===== src/rtl/cache_controller.sv =====
// Direct-mapped, one-word-per-line, write-through / no-write-allocate data cache
// sitting between a pipeline MEM stage and a single-port SRAM controller.
// Load hits complete combinationally; misses and all stores stall the pipeline
// (ready low) until the SRAM controller pulses sram_ready.
module cache_controller #(
    parameter int INDEX_BITS = 6,
    parameter int TAG_BITS   = 11
) (
    input  logic        clk,
    input  logic        rst,
    input  logic        wr_en,
    input  logic        rd_en,
    input  logic [31:0] address,
    input  logic [31:0] write_data,
    output logic [31:0] read_data,
    output logic        ready,
    output logic        sram_wr_en,
    output logic        sram_rd_en,
    output logic [31:0] sram_address,
    output logic [31:0] sram_write_data,
    input  logic [31:0] sram_read_data,
    input  logic        sram_ready
);

    localparam int LINES   = 1 << INDEX_BITS;
    localparam int TAG_LSB = INDEX_BITS + 2;

    typedef enum logic [1:0] {StIdle, StRdMiss, StWrThru} state_t;

    state_t state_q, state_d;

    logic [31:0]       addr_q;
    logic [31:0]       data_q;
    logic [LINES-1:0]  valid_q;

    // Tag and data storage carry no reset; valid_q gates every use.
    logic [TAG_BITS-1:0] line_tag  [LINES];
    logic [31:0]         line_data [LINES];

    logic [INDEX_BITS-1:0] req_idx, lat_idx;
    logic [TAG_BITS-1:0]   req_tag, lat_tag;
    logic                  req_hit, lat_hit;

    logic latch_en;
    logic fill_en;
    logic upd_en;

    // Byte-offset bits and any address bits above the tag are not needed.
    logic unused_addr_bits;
    assign unused_addr_bits = ^{address, addr_q[1:0]};

    assign req_idx = address[INDEX_BITS+1:2];
    assign req_tag = address[TAG_LSB+TAG_BITS-1:TAG_LSB];
    assign lat_idx = addr_q[INDEX_BITS+1:2];
    assign lat_tag = addr_q[TAG_LSB+TAG_BITS-1:TAG_LSB];

    // Lookup for the live request (load hit path) and for the latched store.
    assign req_hit = valid_q[req_idx] && (line_tag[req_idx] == req_tag);
    assign lat_hit = valid_q[lat_idx] && (line_tag[lat_idx] == lat_tag);

    // SRAM side always shows the latched request; latches are zero out of reset.
    assign sram_address    = {2'b00, addr_q[31:2]};
    assign sram_write_data = data_q;

    // Next-state and output decode.
    always_comb begin
        state_d    = state_q;
        latch_en   = 1'b0;
        fill_en    = 1'b0;
        upd_en     = 1'b0;
        ready      = 1'b1;
        read_data  = 32'h0;
        sram_rd_en = 1'b0;
        sram_wr_en = 1'b0;

        unique case (state_q)
            StIdle: begin
                // Stores win over loads when both are requested.
                if (wr_en) begin
                    ready    = 1'b0;
                    latch_en = 1'b1;
                    state_d  = StWrThru;
                end else if (rd_en) begin
                    if (req_hit) begin
                        read_data = line_data[req_idx];
                    end else begin
                        ready    = 1'b0;
                        latch_en = 1'b1;
                        state_d  = StRdMiss;
                    end
                end
            end
            StRdMiss: begin
                sram_rd_en = 1'b1;
                ready      = sram_ready;
                if (sram_ready) begin
                    read_data = sram_read_data;
                    fill_en   = 1'b1;
                    state_d   = StIdle;
                end
            end
            StWrThru: begin
                sram_wr_en = 1'b1;
                ready      = sram_ready;
                if (sram_ready) begin
                    // No-write-allocate: only refresh a line that already holds this word.
                    upd_en  = lat_hit;
                    state_d = StIdle;
                end
            end
            default: state_d = StIdle;
        endcase

        // Reset overrides everything combinationally so an abort is visible at once.
        if (!rst) begin
            state_d    = StIdle;
            latch_en   = 1'b0;
            fill_en    = 1'b0;
            upd_en     = 1'b0;
            ready      = 1'b1;
            read_data  = 32'h0;
            sram_rd_en = 1'b0;
            sram_wr_en = 1'b0;
        end
    end

    // State, request latches and valid bits.
    always_ff @(posedge clk or negedge rst) begin
        if (!rst) begin
            state_q <= StIdle;
            addr_q  <= 32'h0;
            data_q  <= 32'h0;
            valid_q <= '0;
        end else begin
            state_q <= state_d;
            if (latch_en) begin
                addr_q <= address;
            end
            if (latch_en && wr_en) begin
                data_q <= write_data;
            end
            if (fill_en) begin
                valid_q[lat_idx] <= 1'b1;
            end
        end
    end

    // Line tag/data storage: filled on a completed read miss, refreshed on a store hit.
    always_ff @(posedge clk) begin
        if (fill_en) begin
            line_tag[lat_idx]  <= lat_tag;
            line_data[lat_idx] <= sram_read_data;
        end else if (upd_en) begin
            line_data[lat_idx] <= data_q;
        end
    end

endmodule

===== config.mk =====
export PLATFORM = sky130hd
export DESIGN_NAME = cache_controller
export DESIGN_NICKNAME = d
export VERILOG_FILES = /design/src/rtl/cache_controller.sv
export SDC_FILE = /design/constraint.sdc
export NUM_CORES = 2
export LEC_CHECK = 0
export BUFFER_PORTS_ARGS = -buffer_cell sky130_fd_sc_hd__buf_2
export CAP_MARGIN = 10
export CORE_MARGIN = 8
export CORE_UTILIZATION = 35
export CTS_BUF_LIST = sky130_fd_sc_hd__clkbuf_4
export CTS_CLUSTER_DIAMETER = 30
export DETAILED_ROUTE_END_ITERATION = 16
export GPL_TIMING_DRIVEN = 0
export PLACE_DENSITY = 0.48
export SYNTH_ARGS = -nofsm -noshare
export SYNTH_HDL_FRONTEND = slang
export SYNTH_SLANG_ARGS = --single-unit

===== constraint.sdc =====
create_clock -name clk -period 6.3 [get_ports clk]
set_input_delay 0.945 -clock clk [delete_from_list [all_inputs] [get_ports clk]]
set_output_delay 0.945 -clock clk [all_outputs]
set_load 0.005 [all_outputs]

# --- Word level (Yosys, flattened, before mapping) ---
# Memory sizes are Yosys's and may differ from the RTL's.
# Index checks and enable logic that the tools add are counted.
word_totals:
  word_cells: 69
  register_bits: 130
  ramBits: 2752
  memories: 2
  out_inout_bits: 99
  inputBits: 101
mem_list:
  columns: ["memory", "words", "width", "read_ports", "rd_clocked_by_memory_dff", "wr", "line", "source"]
  rows:
  - ["line_data", 64, 32, 1, 0, 1, "38", "logic [31:0] line_data [LINES];"]
  - ["line_tag", 64, 11, 2, 0, 1, "37", "logic [TAG_BITS-1:0] line_tag [LINES];"]
classes:
  reduce_logical: 7
  bitwise: 2
  muxes: 44
  n_eq_ne: 7
  order_cmp: 3
ops:
  columns: ["op", "n"]
  rows:
  - ["$mux 32", 6]
  - ["$or 64x64->64", 1]
  - ["$pmux 32 s2", 1]
  - ["$mux 1", 27]
  - ["$eq 11x11->1", 2]
  - ["$lt 6x7->1 const B", 2]
  - ["$bmux 1 s6", 2]
  - ["$mux 2", 5]
  - ["$ne 4x4->1 const B", 2]
  - ["$demux 1 s6", 1]
  - ["$ge 6x1->1 const B", 1]
  - ["$logic_and 1x1->1", 4]
  - ["$pmux 2 s2", 1]
  - ["$ne 3x2->1 const B", 1]
  - ["$reduce_and 3->1", 1]
  - ["$eq 2x1->1 const B", 1]
  - ["$eq 2x2->1 const B", 1]
  - ["$logic_not 2->1", 1]
  - ["$pmux 1 s2", 1]
  - ["$reduce_or 2->1", 1]
  - ["$or 1x1->1", 1]

# --- Depth between registers and ports, before layout ---
logic_depth:
  depth_word: 10
  depth_mapped: 16
  depth_no_buf: 10

# --- Worst setup path before layout ---
# OpenSTA, ideal clock, no wires.
synth_path:
  path_type: "reg2reg"
  startpoint: "register addr_q[2]"
  endpoint: "memory line_data[0][0], enable pin"
  setup_ns: 0.470
  slack_ns: 0.183
  synth_period_minus_slack_ns: 6.117
  required_time_ns: 5.830
  path_buffers: 4
  arrival_ns: 5.647
  path_stages_with_launch: 14
  path_cell_list: "dfrtp_1 buf_6 buf_2 buf_1 mux4_2 a221oi_1 nor2_1 a221oi_1 nand3_1 xnor2_1 nand4_1 or3_1 buf_6 a211oi_1"
synth_via:
  elab_chain_len: 10
  elab_cells_between_ends: 12
  classes_between: "1 x eq/ne; 8 x mux; 1 x bitwise; 1 x reduce/logical; 1 x memory"
synth_lines:
  columns: ["item", "line", "source"]
  rows:
  - ["start, declared", "32", "logic [31:0] addr_q;"]
  - ["start signal, assigned", "137", "addr_q <= address;"]
  - ["$mem_v2 64x11 / $bmux 1 s6 (equally long branches)", null, null]
  - ["$eq 11x11->1 / $mux 1 (equally long branches)", "59", "assign lat_hit = valid_q[lat_idx] && (line_tag[lat_idx] == lat_tag);"]
  - ["$logic_and 1x1->1", "59", null]
  - ["$mux 1", "105", "if (sram_ready) begin"]
  - ["$mux 1", "76", "unique case (state_q)"]
  - ["$mux 1", "115", "if (!rst) begin"]
  - ["$mux 1", "153", "end else if (upd_en) begin"]
  - ["$mux 1", "150", "if (fill_en) begin"]
  - ["$mux 1 (implied by the code)", "154", "line_data[lat_idx] <= data_q;"]
  - ["$or 1x1->1 (no source line)", null, null]
  - ["end, declared", "38", null]
# Several ways; a longest one is shown, not always the timed one. The select of a mux whose other input is x is not followed.

# --- Final worst setup path ---
layout_path:
  startpoint: "input address[5]"
  endpoint: "output read_data[27]"
layout_via:
  elab_chain_len: 8
  elab_cells_between_ends: 11
  classes_between: "1 x eq/ne; 7 x mux; 1 x reduce/logical; 2 x memory"
layout_lines:
  columns: ["item", "line", "source"]
  rows:
  - ["start, declared", "13", "input logic [31:0] address,"]
  - ["$mem_v2 64x11 / $bmux 1 s6 (equally long branches)", null, null]
  - ["$eq 11x11->1 / $mux 1 (equally long branches)", "58", "assign req_hit = valid_q[req_idx] && (line_tag[req_idx] == req_tag);"]
  - ["$logic_and 1x1->1", "58", null]
  - ["$mux 32 *", "84", "if (req_hit) begin"]
  - ["$mux 32 *", "83", "end else if (rd_en) begin"]
  - ["$mux 32 *", "79", "if (wr_en) begin"]
  - ["$pmux 32 s2 *", "76", null]
  - ["$mux 32 *", "115", null]
  - ["end, declared", "15", "output logic [31:0] read_data,"]
# Mark *: on every way between the ends. The rest lies on a longest branch, timed or not. The select of a mux whose other input is x is not followed.

==> reports/results.txt <==
Status -> finished with violations
Failing checks -> setup timing
Fill cells -> 29440
Initial antenna violation count -> 83
Number of port buffers -> 193
Critical path buffer and inverter count -> 7
Pwr dens -> 324.2 mW/mm2
Root buffer cell -> clkbuf_4
Worst rel slew slack -> 0.09249
Later-pin clock latency in the skew report -> 1.72 ns
Setup crit start -> address[5]
Synth top area share -> 0.6984
Setup Viol. Count Final -> 2553
Psw -> 14670 uW
Hold crit path type -> in -> reg
Final min period -> 6.767 ns
Mapped Cells -> 5627
Met3 Resource Use GR -> 0.08674
Total CTS buffers -> 810
Ports -> 200
Fmax achieved -> 0.1478 GHz
Post-synthesis xor/xnor area fraction -> 0.001258
Largest delay share family, worst path -> buffers and inverters
H-tree depth -> 6
Starting Density -> 0.3516
WL per Instance -> 42.88 um
Total negative setup slack -> -388.46 ns
Die Y -> 597.5 um
Worst hold margin -> 0.2125 ns
CTS tree -> yes
Share of post-route cells with drive strength above 1 -> 0.4559
Flop pwr share -> 0.458
Final Max Tran Viols -> 0
Post-synth EDFFs -> 2752
Setup Slack @ Placement -> -3.225 ns
Crit-path max FO -> 10
Clk_skew -> 0.2495 ns
DRT Pass-1 Iters -> 6
Met2 GRT Util -> 0.4301
Vias per cell -> 6.013
Synthesis-to-finish area growth -> 24.23%
GRT Resource Usage Total -> 0.2899
# nets final -> 7261
DR iter-0 viols -> 11100
Synth Area per Inst -> 21.03 um2
Routed wire length -> 529.4 mm
CP Capture Type -> output port
Data required, critical path -> 5.35 ns
Int Pwr -> 32990 uW
Hold Crit Start -> sram_read_data[31]
Seq cells post-synth -> 2880
Vias in the first global route -> 74020
Die width -> 597.5 um
Highest cell delay on the worst timing path -> 0.59 ns
Main combinational cell family by area after synthesis -> multiplexers
Largest net degree at the start of global routing -> 68
Fraction of the mapped netlist area in adder cells -> 0.0004229
Synth Area in Simple Gates -> 0.02189
Final WS setup -> -0.4673 ns
Predominant post-synthesis flop cell -> edfxtp_1
Worst R2R Start -> addr_q[3]$_DFFE_PN0P_
Sequential share of the synthesized area -> 0.7254
Core ar. -> 0.3366 mm2
Most used cell, CP -> clkbuf_2
RSZ-0062 raised after global routing -> yes
Synth top area cells -> edfxtp_1 70%, mux4_2 16%, dfrtp_1 2.7%
Fin cells -> 12350
Lkg Pwr -> 0.04906 uW
CTS max path bufs -> 4
Power Total -> 47660 uW
DRC viols -> 0
VDD IR max -> 0.1867 mV
M1 GR Usage -> 0.3845
Syn Std Cell Area -> 0.1183 mm2
Global-route layer with the greatest usage -> met2
Power share of the combinational group -> 0.177
Switch share -> 0.3079
Startpoint types -> input pin
Grt ovf -> 0
Ys Warns -> 0
Placed cell count -> 10670
Kind of critical path -> in -> out
Die area -> 0.3570 mm2
DRT antenna net count -> 0
Synth Area in Compound Gates -> 0.03934
Fin. Hold Viols -> 0
Crit-path slowest cell -> or3_4
Clk pwr share -> 0.365
RD Place Congestion -> 1.040
Slew @ Worst Pin -> 1.361 ns
Most frequent cells after synthesis -> 2752 x edfxtp_1, 847 x mux4_2, 237 x mux2i_1, 152 x buf_2, 149 x nand2_1
Post-synthesis mux area share -> 0.1959
Row count -> 213
Yosys top cell by area -> edfxtp_1
Cell variety after synth -> 80
Detailed Place HPWL -> 369.5 mm
Ys async rst share -> 0.04444
First-pass GRT wire length -> 690.7 mm
Clock tree sinks -> 2880
Clk slew on worst S/H paths -> 0.07 ns
DR vias -> 74240
Count leader, synth -> edfxtp_1
CP cell instances -> buf_2, clkbuf_2, clkbuf_2, clkbuf_2, clkbuf_4, nand3_1, a32o_1, o21ai_1, buf_4, xor2_1, nand3_4, or3_4, o21ai_2, buf_2
CP Data Arrival Time -> 5.82 ns
Total of max-cap violations -> 0
Final period utilization -> 1.074
==> cells in the final DEF, fill, tap and decap left out, drive strengths merged, types with 48 or more instances in the layout <==
| cell | netlist | routed |
|---|---|---|
| a211oi | 83 | 83 |
| clkinv | 1 | 209 |
| a221oi | 82 | 82 |
| nor2 | 109 | 109 |
| nand3 | 49 | 49 |
| o21ai | 50 | 50 |
| diode | 0 | 48 |
| nand2 | 149 | 149 |
| o22ai | 56 | 56 |
| mux4 | 847 | 847 |
| buf | 250 | 814 |
| dfrtp | 128 | 128 |
| or2 | 66 | 66 |
| mux2i | 237 | 237 |
| edfxtp | 2752 | 2752 |
| a21oi | 67 | 67 |
| clkbuf | 122 | 1311 |
| dlygate4sd3 | 0 | 132 |
| a22oi | 87 | 87 |
| mux2 | 154 | 156 |
==> path summary, 6_finish.rpt <==
kind / depth (start not counted) / to / slack [ns]
max in group asynchronous: 5 / sram_write_data[22]$_DFFE_PN0P_ / 4.56
min in group asynchronous: 4 / valid_q[56]$_DFFE_PN0P_ / 0.64
max: 14 / read_data[27] / -0.47
min reg2reg: 2 / valid_q[21]$_DFFE_PN0P_ / 0.48
min: 2 / line_data[61][31]$_DFFE_PP_ / 0.21
max reg2reg: 17 / line_data[58][14]$_DFFE_PP_ / -0.40
==> stage by stage <==
stage	utilization	cell area, um2
after global placement	0.3712	125000
after floorplan	-	118300
final	0.4367	147000
after global routing	0.4364	146900
after CTS	0.4349	146400
after detailed placement	0.3929	132300
==> routing by layer <==
layer / vias up / part of all wire
met1: 39900 / 0.39
met4: 36 / 0.062
met5: - / 0.00046
li1: 27720 / -
met3: 1373 / 0.11
met2: 5211 / 0.44
==> power groups by stage <==
stage,registers (uW),logic (uW),clock network (uW)
after floorplan,22200,2960,0
after global placement,22600,6710,0
after detailed placement,22200,7470,0
after CTS,21800,7990,17700
after global routing,21800,8240,18700
final,21800,8440,17400
==> area by class of cell <==
class / count / area, um2 / area share
diodes: 48 / 120.1 / 0.0008171
plain buffers: 367 / 3117 / 0.02120
clock buffers: 1185 / 8896 / 0.06051
clock inverters: 254 / 1506 / 0.01025
inverters: 17 / 91.34 / 0.0006213
multi-input cells: 2362 / 32210 / 0.2191
flip-flops and latches: 2880 / 85890 / 0.5842
well taps: 4515 / 5649 / 0.03843
repair buffers: 718 / 9530 / 0.06483
==> state kept, by name (all words and copies together), names as in the netlist <==
signal and cells:
line_data 2048, line_tag 704, valid_q 64, sram_write_data 32, addr_q 30, state_q 2
==> repair_timing <==
action / CTS / global route
endpoints found under the setup margin: 4147 / 660
endpoints found under the hold margin: 707 / 25
resized for setup: 609 / 55
setup buffers: 34 / 15
hold buffers: 131 / 2
pin swaps: 49 / 28
cloned: 5 / 0
==> kinds of logic after synthesis <==
group / Yosys count
other: 1
adder cells (fa/ha/maj): 4
XOR/XNOR: 17
AND/OR/NAND/NOR: 514
flip-flops: 2880
buffers and inverters: 389
AO/OA/AOI/OAI: 584
multiplexers: 1238
==> worst reg2reg max path, delay by kind of cell, from the launching register on <==
family	cells	cell delay (ns)
AOI/OAI and AO/OA	3	1.10
xor gates and xnor gates	1	0.19
buffers and inverters	8	2.68
DFF	1	0.53
muxes	1	0.61
and+or+nand+nor	4	1.14
Power figures use the tool's default switching activity.
